==> src/rtl/vga_pkg.sv <==
// Shared raster types and default 640x480@60 timing for the video path.
// coord_t is the coordinate type that sprite and game logic also use.
package vga_pkg;

  localparam int COORD_W   = 11;
  localparam int MAX_TOTAL = 2048;

  typedef logic [COORD_W-1:0] coord_t;

  localparam int DEF_H_ACTIVE = 640;
  localparam int DEF_H_FP     = 16;
  localparam int DEF_H_SYNC   = 96;
  localparam int DEF_H_BP     = 48;

  localparam int DEF_V_ACTIVE = 480;
  localparam int DEF_V_FP     = 10;
  localparam int DEF_V_SYNC   = 2;
  localparam int DEF_V_BP     = 33;

endpackage

==> src/rtl/vga_axis_counter.sv <==
// One raster axis: wrapping counter plus sync/active flags registered from
// the next count, so they line up with count in the same cycle.
module vga_axis_counter
  import vga_pkg::*;
#(
  parameter int ACTIVE = DEF_H_ACTIVE,
  parameter int FP     = DEF_H_FP,
  parameter int SYNC   = DEF_H_SYNC,
  parameter int BP     = DEF_H_BP,
  parameter bit POL    = 1'b0
) (
  input  logic   clk,
  input  logic   rst,
  input  logic   step,
  output coord_t count,
  output logic   sync,
  output logic   active,
  output logic   wrap
);

  localparam int     TOTAL   = ACTIVE + FP + SYNC + BP;
  localparam int     SYNC_LO = ACTIVE + FP;
  localparam int     SYNC_HI = ACTIVE + FP + SYNC;
  localparam coord_t LAST    = coord_t'(TOTAL - 1);

  if (TOTAL > MAX_TOTAL || TOTAL < 1) begin : g_bad_total
    $error("vga_axis_counter: total of %0d does not fit an 11-bit coordinate", TOTAL);
  end

  coord_t count_nxt;

  // wrap is the current position being the last one; the next step returns to 0.
  assign wrap = (count == LAST);

  always_comb begin
    count_nxt = count;
    if (step) begin
      count_nxt = wrap ? '0 : count + coord_t'(1);
    end
  end

  always_ff @(posedge clk) begin
    if (rst) begin
      count  <= LAST;
      sync   <= ~POL;
      active <= 1'b0;
    end else begin
      count  <= count_nxt;
      sync   <= (int'(count_nxt) >= SYNC_LO && int'(count_nxt) < SYNC_HI) ? POL : ~POL;
      active <= (int'(count_nxt) < ACTIVE);
    end
  end

endmodule

==> src/rtl/vga_timing_gen.sv <==
// Raster position, sync, display-enable and per-line/frame/vblank strobes.
// ce qualifies every clk: the raster moves one pixel only in clks with ce=1.
module vga_timing_gen
  import vga_pkg::*;
#(
  parameter int H_ACTIVE = DEF_H_ACTIVE,
  parameter int H_FP     = DEF_H_FP,
  parameter int H_SYNC   = DEF_H_SYNC,
  parameter int H_BP     = DEF_H_BP,
  parameter int V_ACTIVE = DEF_V_ACTIVE,
  parameter int V_FP     = DEF_V_FP,
  parameter int V_SYNC   = DEF_V_SYNC,
  parameter int V_BP     = DEF_V_BP,
  parameter bit H_POL    = 1'b0,
  parameter bit V_POL    = 1'b0
) (
  input  logic   clk,
  input  logic   rst,
  input  logic   ce,
  output coord_t x,
  output coord_t y,
  output logic   hsync,
  output logic   vsync,
  output logic   de,
  output logic   line_start,
  output logic   frame_start,
  output logic   vblank_start
);

  localparam coord_t LAST_VISIBLE_LINE = coord_t'(V_ACTIVE - 1);

  logic h_wrap;
  logic v_wrap;
  logic h_active;
  logic v_active;
  logic v_step;

  // The vertical axis moves only on the ce that wraps x back to 0.
  assign v_step = h_wrap & ce;

  vga_axis_counter #(
    .ACTIVE (H_ACTIVE),
    .FP     (H_FP),
    .SYNC   (H_SYNC),
    .BP     (H_BP),
    .POL    (H_POL)
  ) u_h (
    .clk    (clk),
    .rst    (rst),
    .step   (ce),
    .count  (x),
    .sync   (hsync),
    .active (h_active),
    .wrap   (h_wrap)
  );

  vga_axis_counter #(
    .ACTIVE (V_ACTIVE),
    .FP     (V_FP),
    .SYNC   (V_SYNC),
    .BP     (V_BP),
    .POL    (V_POL)
  ) u_v (
    .clk    (clk),
    .rst    (rst),
    .step   (v_step),
    .count  (y),
    .sync   (vsync),
    .active (v_active),
    .wrap   (v_wrap)
  );

  assign de = h_active & v_active;

  // Strobes are decoded from the pre-advance position, so they appear with the new x/y.
  always_ff @(posedge clk) begin
    if (rst) begin
      line_start   <= 1'b0;
      frame_start  <= 1'b0;
      vblank_start <= 1'b0;
    end else begin
      line_start   <= v_step;
      frame_start  <= v_step & v_wrap;
      vblank_start <= v_step & (y == LAST_VISIBLE_LINE);
    end
  end

endmodule
==> config.mk <==
export PLATFORM = sky130hd
export DESIGN_NAME = vga_timing_gen
export DESIGN_NICKNAME = d
export VERILOG_FILES = /design/src/rtl/vga_pkg.sv /design/src/rtl/vga_axis_counter.sv /design/src/rtl/vga_timing_gen.sv
export SDC_FILE = /design/constraint.sdc
export NUM_CORES = 1
export LEC_CHECK = 0
export BUFFER_PORTS_ARGS = -buffer_cell sky130_fd_sc_hd__buf_2
export CORE_ASPECT_RATIO = 1.5
export CORE_MARGIN = 5
export CORE_UTILIZATION = 25
export CTS_BUF_LIST = sky130_fd_sc_hd__clkbuf_8
export DETAILED_ROUTE_END_ITERATION = 16
export PLACE_DENSITY_LB_ADDON = 0.25
export SLEW_MARGIN = 40
export SYNTH_ARGS = -nofsm -noshare
export SYNTH_HDL_FRONTEND = slang
export SYNTH_HIERARCHICAL = 1
export SYNTH_SLANG_ARGS = --single-unit
==> constraint.sdc <==
create_clock -name clk -period 3.3 [get_ports clk]
set_input_delay 0.165 -clock clk [delete_from_list [all_inputs] [get_ports clk]]
set_output_delay 0.165 -clock clk [all_outputs]
set_load 0.1 [all_outputs]
==> qor.yml <==
dpl_worst_slack_ns: 0.513
finClkSkew_ns: 0.00815
dieArea_sq_um: 8430
slowest_stage: "or4_4"
r2r-start: "u_h/count[5]$_SDFF_PP0_"
slew_headroom_pct: 64.4
cap_violations: 0
core_sq_um: 6490
num-fill-cells: 714
drc: 0
clk_pin_slew_ns: 0.07
floorplan.initialDensity_pct: 25.7
diodes: 0
dieHeight_um: 110
clock_latency_ns: 0.28
num_rows: 36
clock-sinks: 29
nNetsFinal: 228
cts_max_path_buffers: 2
min_period_ns: 2.78
ff2ff_setup_slack_ns: 0.52
slew_violations: 0
cp_cell_sequence: "or4_4 -> nor4_1 -> buf_4 -> and2_1 -> buf_4 -> nand4_1 -> nor3_1 -> xnor2_1 -> nor3_1 -> nand4_1"
grt_pass1_vias: 1481
path_delay_family: "simple AND/OR/NAND/NOR gates"
min_period_over_period_pct: 84.1
syn_to_final_growth_pct: 17.6
ant_nets: 0
layout-drive-gt1-share_pct: 25.7
dp_hpwl_um: 3150
die_w_um: 76.7
cts_resized: 0
synth_flop_cell: "dfxtp_1"
ys_types: 55
finalInstanceArea_sq_um: 1960
cp_data_required_time_ns: 3.44
firstDrtPassIters: 4
p_per_area_nw_per_um2: 685
cp_max_fo: 11
r2r_cells: 10
cts_htree_levels: 2
p_leak_nw: 0.789
netlist_instances: 192
grt_pass1_wl_um: 7130
cts_setup_buffers: 0
grt_overflow_total: 0
clockRootBuffer: "clkbuf_8"
arrival_ns: 2.92
wl_per_cell_um: 14.4
antenna_found_initial: 0
synth_warnings: 6
start_kind: "register"
async_flop_share_pct: 0
synth_edf_count: 0
holdWs_ns: 0.294
dpl_cell_area_sq_um: 1870
hold_start: "ce"
hold_class: "in -> reg"
fmax_mhz: 360
final_core_util_pct: 30.2
ioPinCount: 31
status: "finished clean"
via_per_inst: 5.09
crit_buf_inv: 2
rsz0062_at_grt: "false"
timing.final.ws_setup_ns: 0.524
hold-path-cell-count: 3
r2r-end: "u_v/sync$_SDFF_PP1_"
grt_max_degree: 22
tightest_slew_ns: 0.520
track_usage_pct: 10.6
ys_ff_latch: 29
hold_violations: 0
syn_area_per_cell_sq_um: 8.68
synth_area_sq_um: 1670
ys_seq_area_share_pct: 34.8
gp_congestion: 0.814
cts_tree: "built"
numCtsBuffers: 5
drt-initial-drc-count: 69
numPortBuffers: 30
max_stage_delay_ns: 0.58
syn-num-nets: 198
peakVddDrop_mv: 0.465
wirelength_um: 4290
finalSetupViolCount: 0
routed-via-count: 1518
holdBufCountCts: 0
crit_type: "reg -> reg"
finalSetupTns_ns: 0
end_kind: "register"
hold_end: "u_h/count[0]$_SDFF_PP1_"
## area by class of cell
type                       count  area (sq um)  share of cell area (%)
timing repair buffer          32           165                    8.42
sequential                    29           586                    29.9
clock buffer                   6          82.6                    4.21
inverter                      10          37.5                    1.91
multi-input combinational    144           991                    50.5
clock inverter                 1          3.75                   0.191
tap                           76          95.1                    4.85
## synth_stat cells (3+ instances only)
library cell | number | area, sq um
dfxtp_1 | 29 | 581
buf_2 | 4 | 20.0
o21ai_0 | 3 | 15.0
or3_1 | 3 | 18.8
nor4_1 | 3 | 18.8
xnor2_1 | 8 | 70.1
nand4_1 | 8 | 50.1
inv_1 | 10 | 37.5
o21bai_1 | 6 | 45.0
nand3_1 | 7 | 35.0
a31oi_1 | 4 | 25.0
a21oi_1 | 6 | 30.0
nor3_1 | 11 | 55.1
nor2_1 | 18 | 67.6
xor2_1 | 7 | 61.3
ha_1 | 3 | 37.5
nand2_1 | 13 | 48.8
## report_power, final
part	leakage, nW	internal (mW)	switching, mW	total (mW)
sequential	0.237	0.393	0.0705	0.463
clock	0.0485	0.162	0.132	0.294
combinational	0.504	0.159	0.426	0.585
total	0.789	0.714	0.629	1.34
## cell usage in the layout, fill, tap and decap left out, types with 4 or more instances in the layout
| cell type | instances |
|---|---|
| o21bai_1 | 6 |
| nand2_1 | 13 |
| dfxtp_1 | 25 |
| dfxtp_2 | 4 |
| a21oi_1 | 6 |
| xor2_1 | 7 |
| nor3_1 | 11 |
| xnor2_1 | 8 |
| a31oi_1 | 4 |
| buf_2 | 30 |
| inv_1 | 11 |
| clkbuf_8 | 6 |
| nand3_1 | 7 |
| nand4_1 | 8 |
| nor2_1 | 18 |
## worst register-to-register path, stage by stage (launching register included)
cell and delay, ns:
dfxtp_2 0.37, or4_4 0.58, nor4_1 0.24, buf_4 0.16
and2_1 0.13, buf_4 0.15, nand4_1 0.15, nor3_1 0.26
xnor2_1 0.12, nor3_1 0.34, nand4_1 0.13
## per-layer routing
layer  share of wire, %  track usage (%)  vias up  wire (um)
met4                1.4             4.13        0         60
met3                6.3             3.50        6        270
met2                 50             18.3       55       2140
li1                   -                -      756          -
met5                  0                0        -          0
met1                 43             12.0      701       1820
## registers in the layout (all words and copies together) (netlist names)
| signal | cells |
|---|---|
| u_v/sync | 1 |
| u_v/count | 11 |
| vblank_start | 1 |
| u_v/active | 1 |
| u_h/active | 1 |
| line_start | 1 |
| u_h/count | 11 |
| frame_start | 1 |
| u_h/sync | 1 |
## cell families (layout without fill, tap and decap cells)
family,after synthesis,in the layout,synth area share (%)
AOI/OAI and AO/OA,33,33,14.3
xor gates and xnor gates,15,15,7.88
adders and majority gates,3,3,2.25
buffers and inverters,19,49,5.71
DFF,29,29,34.8
muxes,2,2,1.20
and+or+nand+nor,91,91,33.8
## per-stage QoR
stage | power, mW | cells
CTS | 1.36 | 298
global route | 1.42 | 298
detailed placement | 1.06 | 291
floorplan | 0.965 | 192
global placement | 1.06 | 291
finish | 1.34 | 298
## how the worst max path moves through the flow
stage / startpoint / slack (ns) / endpoint / cells past startpoint
2_1_floorplan: u_h/count[2]$_SDFF_PP1_ / 0.09 / u_v/sync$_SDFF_PP1_ / 10
3_3_place_gp: u_h/count[5]$_SDFF_PP0_ / 0.56 / u_v/sync$_SDFF_PP1_ / 10
3_5_place_dp: u_h/count[5]$_SDFF_PP0_ / 0.51 / u_v/sync$_SDFF_PP1_ / 10
4_1_cts: u_h/count[5]$_SDFF_PP0_ / 0.50 / u_v/sync$_SDFF_PP1_ / 10
5_1_grt: u_h/count[5]$_SDFF_PP0_ / 0.30 / u_v/active$_SDFF_PP0_ / 10
6_report: u_h/count[5]$_SDFF_PP0_ / 0.52 / u_v/sync$_SDFF_PP1_ / 10
Power figures use the tool's default switching activity.
